### src/rtl/ripple_count_capture.sv
// Capture of a free-running 4-bit ripple counter: synchronize, reject settling glitches,
// extend with a wrap count, and present each new count on a valid/ready stream.
module ripple_count_capture #(
    parameter int SYNC_STAGES   = 2,
    parameter int STABLE_CYCLES = 3,
    parameter int EXT_WIDTH     = 12
) (
    input  logic                 clk,
    input  logic                 reset,
    input  logic [3:0]           q_in,
    input  logic                 clear,
    output logic                 out_valid,
    input  logic                 out_ready,
    output logic [3:0]           out_data,
    output logic                 out_wrap,
    output logic [EXT_WIDTH-1:0] ext_count,
    output logic                 overrun
);

    localparam int SCNT_W = $clog2(STABLE_CYCLES + 1);
    localparam int WCNT_W = EXT_WIDTH - 4;
    localparam int SYNC_W = 4 * SYNC_STAGES;
    localparam logic [SCNT_W-1:0] SCNT_FULL = SCNT_W'(STABLE_CYCLES);
    localparam logic [SCNT_W-1:0] SCNT_LAST = SCNT_W'(STABLE_CYCLES - 1);

    typedef enum logic {IDLE, HOLD} state_t;

    function automatic logic [SCNT_W-1:0] sat_inc(input logic [SCNT_W-1:0] v);
        return (v < SCNT_FULL) ? v + 1'b1 : v;
    endfunction

    function automatic logic [WCNT_W-1:0] wrap_inc(input logic [WCNT_W-1:0] v);
        return v + 1'b1;
    endfunction

    logic [SYNC_W-1:0] sync_p0;
    logic [3:0]        sync_q;
    logic [3:0]        cand_p1;
    logic [SCNT_W-1:0] scnt_p1;
    logic [3:0]        acc_value_p2;
    logic [WCNT_W-1:0] wrap_count_p2;
    logic              accept;
    logic              wrap_hit;
    logic              overrun_evt;
    state_t            state;

    // Stage 0: per-bit synchronizer shift chain, newest sample in the low nibble
    always_ff @(posedge clk) begin
        if (reset) begin
            sync_p0 <= '0;
        end else begin
            sync_p0 <= {sync_p0[SYNC_W-5:0], q_in};
        end
    end

    assign sync_q = sync_p0[SYNC_W-1 -: 4];

    // Stage 1: stability filter; a code must repeat STABLE_CYCLES samples in a row
    always_ff @(posedge clk) begin
        if (reset) begin
            cand_p1 <= '0;
            scnt_p1 <= '0;
        end else if (sync_q != cand_p1) begin
            cand_p1 <= sync_q;
            scnt_p1 <= SCNT_W'(1);
        end else begin
            scnt_p1 <= sat_inc(scnt_p1);
        end
    end

    // Fires once, on the sample that completes the run, and only for a genuinely new code
    assign accept      = (sync_q == cand_p1) && (scnt_p1 == SCNT_LAST) && (cand_p1 != acc_value_p2);
    assign wrap_hit    = accept && (cand_p1 < acc_value_p2);
    assign overrun_evt = (state == HOLD) && !out_ready && accept;

    // Stage 2: accepted value and wrap accumulator
    always_ff @(posedge clk) begin
        if (reset) begin
            acc_value_p2  <= '0;
            wrap_count_p2 <= '0;
        end else begin
            if (accept) begin
                acc_value_p2 <= cand_p1;
            end
            if (clear) begin
                wrap_count_p2 <= '0;
            end else if (wrap_hit) begin
                wrap_count_p2 <= wrap_inc(wrap_count_p2);
            end
        end
    end

    assign ext_count = {wrap_count_p2, acc_value_p2};

    // Output stage: single-entry hold register with back-to-back reload
    always_ff @(posedge clk) begin
        if (reset) begin
            state     <= IDLE;
            out_valid <= 1'b0;
            out_data  <= '0;
            out_wrap  <= 1'b0;
            overrun   <= 1'b0;
        end else begin
            case (state)
                IDLE: begin
                    if (accept) begin
                        state     <= HOLD;
                        out_valid <= 1'b1;
                        out_data  <= cand_p1;
                        out_wrap  <= wrap_hit;
                    end
                end
                HOLD: begin
                    if (out_ready) begin
                        if (accept) begin
                            out_data <= cand_p1;
                            out_wrap <= wrap_hit;
                        end else begin
                            state     <= IDLE;
                            out_valid <= 1'b0;
                        end
                    end
                end
                default: begin
                    state     <= IDLE;
                    out_valid <= 1'b0;
                end
            endcase

            if (clear) begin
                overrun <= 1'b0;
            end else if (overrun_evt) begin
                overrun <= 1'b1;
            end
        end
    end

endmodule

### config.mk
export PLATFORM = sky130hd
export DESIGN_NAME = ripple_count_capture
export DESIGN_NICKNAME = d
export VERILOG_FILES = /design/src/rtl/ripple_count_capture.sv
export SDC_FILE = /design/constraint.sdc
export NUM_CORES = 1
export LEC_CHECK = 0
export CELL_PAD_IN_SITES_DETAIL_PLACEMENT = 1
export CELL_PAD_IN_SITES_GLOBAL_PLACEMENT = 1
export CORE_UTILIZATION = 35
export DETAILED_ROUTE_END_ITERATION = 6
export GPL_ROUTABILITY_DRIVEN = 0
export GPL_TIMING_DRIVEN = 0
export PLACE_DENSITY_LB_ADDON = 0.1
export SLEW_MARGIN = 20
export SYNTH_ARGS = -nofsm -noshare
export SYNTH_HDL_FRONTEND = slang
export SYNTH_SLANG_ARGS = --single-unit
### constraint.sdc
create_clock -name clk -period 1.74 [get_ports clk]
set_input_delay 0.261 -clock clk [delete_from_list [all_inputs] [get_ports clk]]
set_output_delay 0.261 -clock clk [all_outputs]
set_load 0.05 [all_outputs]
==> flow_summary.ini <==
[global_routing]
grt_pass1_wl_um = 6490
groute.usage.overall = 0.199
overflow = 0
antenna_found_initial = 0
grt_start_max_net_pins = 11
grt_pass1_vias = 1282

[status]
violations = setup timing
status = finished with violations

[floorplanning]
core_um2 = 4120
initial_core_util = 0.374
row_count = 23
die_h_um = 68.3
die_x_um = 68.3
dieArea_um2 = 4660
ioPinCount = 27

[placed_design]
dp_slack_ns = -0.185
portBuffers = 26
dp_hpwl_um = 2700

[synthesis]
synth-seq-cells = 34
synth-edff-count = 0
synth-seq-area-share = 0.443
syn_nets = 175
synth_flop_cell = dfxtp_1
synth.distinct_cells = 35
yosys-top-cells-area = dfxtp_1 (44%), mux2i_1 (7.2%), ha_1 (5.7%)
synthesis.area_um2 = 1540
yosysTopAreaCell = dfxtp_1
synth_warnings = 0
syn_area_per_cell_um2 = 9.61
syn_inst = 160
synthArstFlopShare = 0
yosysTopAreaCellShare = 0.443

[worst_setup_path]
worstReg2RegStart = acc_value_p2[1]
crit_family = simple AND/OR/NAND/NOR gates
critical_path_buf_inv_count = 2
cp-startpoint = acc_value_p2[1]
crit_slowest_cell = or4b_1
r2r_slack_ns = -0.06
cp.arrival_ns = 2.02
max_stage_delay_ns = 0.45
crit_chain = inv_4 > ha_4 > nor2b_1 > o211a_1 > buf_6 > or4b_1 > mux2i_1
critPathMaxFanout = 5
start_kind = flip-flop
required_ns = 1.97
endpoint_kind = flip-flop
worst-setup-path-type = reg2reg

[power_and_ir_drop]
power.leakage_uw = 0.000916
peakVddDrop_mv = 0.439
power.density_nw_per_um2 = 749

[clock_network]
cts_hold_buf = 0
htree_levels = 2
cts_sinks = 34
root_buffer = clkbuf_8
cts_tree = yes
numCtsBuffers = 5
cts_max_path_buffers = 2
clock_latency_ns = 0.29
clk_pin_slew_ns = 0.07

[timing]
fin_crit_sh = 1.03
setup_violations = 7
maxSlewHeadroom = 0.641
drv_slew = 0
period_needed_ns = 1.80
hold_violations = 0
fin_worst_skew_ns = 0.00718
fin_hold_ws_ns = 0.440
tightest_slew_ns = 0.536
rsz0062_at_grt = yes
layout_setup_ws_ns = -0.0550
timing.fmax_ghz = 0.557

[final_layout]
drive_gt1_frac = 0.275
diodes = 0
nets = 218
synthToLayoutAreaGrowth_pct = 46.5

[drt]
dr.pass1.iters = 4
vias = 1319
drcViolationCount = 0
antenna_left = 0
wl_per_cell_um = 16.6
vias_per_cell = 5.19
wl_um = 4210
drt_iter0_drc = 62

[min_path]
min_from = sync_p0[0]
hold_path_class = reg2reg

[job]
cap_violations = 0
==> layout make-up <==
type	count	area [um2]
Buffer	9	63.8
Fill cell	461	1860
Multi-Input combinational cell	111	941
Tap cell	50	62.6
Sequential cell	34	708
Timing Repair Buffer	36	338
Inverter	6	30.0
Clock buffer	8	110
==> worst register-to-register path: stages (launching register included) <==
cell and delay, ns:
dfxtp_4 0.36, inv_4 0.04, ha_4 0.21, nor2b_1 0.13, o211a_1 0.26, buf_6 0.15, or4b_1 0.45, mux2i_1 0.13
==> flip-flops by register name, summed over array words and instances, names as in the netlist, 2 cells and up <==
signal,count
cand_p1,4
sync_p0,8
wrap_count_p2,8
acc_value_p2,4
scnt_p1,2
out_data,4
==> layout by cell type (no fill, tap or decap), drive strengths merged, types with 2 or more instances in the layout <==
cell type,Yosys,final
nor3,2,2
nor2b,13,13
nand2,10,10
xnor2,4,4
nor4,5,5
or4b,2,2
dlygate4sd2,0,7
nand4,4,4
mux2i,11,11
nand2b,10,10
and4,2,2
clkdlybuf4s50,0,15
ha,7,7
and2,2,2
buf,4,13
a21oi,9,9
o21ai,4,4
clkbuf,5,14
nor2,2,2
or3,6,6
o31ai,2,2
dfxtp,34,34
dlymetal6s2s,0,4
nand3,6,6
inv,6,6
==> worst paths after layout <==
path,end,cells after the start
worst max-delay path,out_wrap,7
worst min-delay path,sync_p0[4],1
worst max register to register,out_wrap,7
worst min register to register,sync_p0[4],1
==> Yosys cell counts, drive strengths merged (2+ instances only) <==
cell and number:
nor2 2, nand2 10, xnor2 4, nor2b 13
or3 6, nor4 5, or4b 2, nor3 2
nand3 6, o21ai 4, buf 4, o31ai 2
inv 6, dfxtp 34, mux2i 11, and4 2
and2 2, a21oi 9, clkbuf 5, nand2b 10
nand4 4, ha 7
==> routing by layer <==
metal | part of all wire | track usage | up-vias
li1 | - | - | 648
met1 | 0.44 | 0.237 | 630
met2 | 0.49 | 0.315 | 32
met3 | 0.037 | 0.0583 | 9
met4 | 0.025 | 0.115 | 0
met5 | 0 | 0 | -
==> through the flow <==
| step | util | instances | TNS (ns) | cell area, um2 | total power, uW |
|---|---|---|---|---|---|
| after floorplan | - | 160 | -0.230 | 1580 | 918 |
| after global placement | 0.463 | 236 | -1.17 | 1910 | 961 |
| after detailed placement | 0.463 | 236 | -1.73 | 1910 | 969 |
| after CTS | 0.521 | 252 | -0.0292 | 2140 | 1690 |
| after global routing | 0.548 | 254 | -0.936 | 2250 | 1770 |
| final | 0.548 | 254 | -0.218 | 2250 | 1690 |
==> report_power, final <==
group	internal [uW]	switching (uW)	total, uW
combinational	87.2	106	193
sequential	786	14.3	800
clock	400	294	694
==> kinds of logic (layout without fill, tap and decap cells) <==
family	after synthesis	in the layout	share of synthesized area
AOI/OAI and AO/OA	19	19	0.0732
xor gates and xnor gates	5	5	0.0285
adders and majority gates	7	7	0.0570
buffers and inverters	15	59	0.0439
DFF	34	34	0.443
muxes	11	11	0.0716
and+or+nand+nor	69	69	0.283
==> what timing repair did <==
action / in CTS / in global routing
resized for setup: 23 / 22
pin swaps: 6 / 6
setup endpoints to repair: 21 / 17
buffers inserted: 7 / 2
gates cloned: 1 / 0
(Power assumes the default switching activity.)
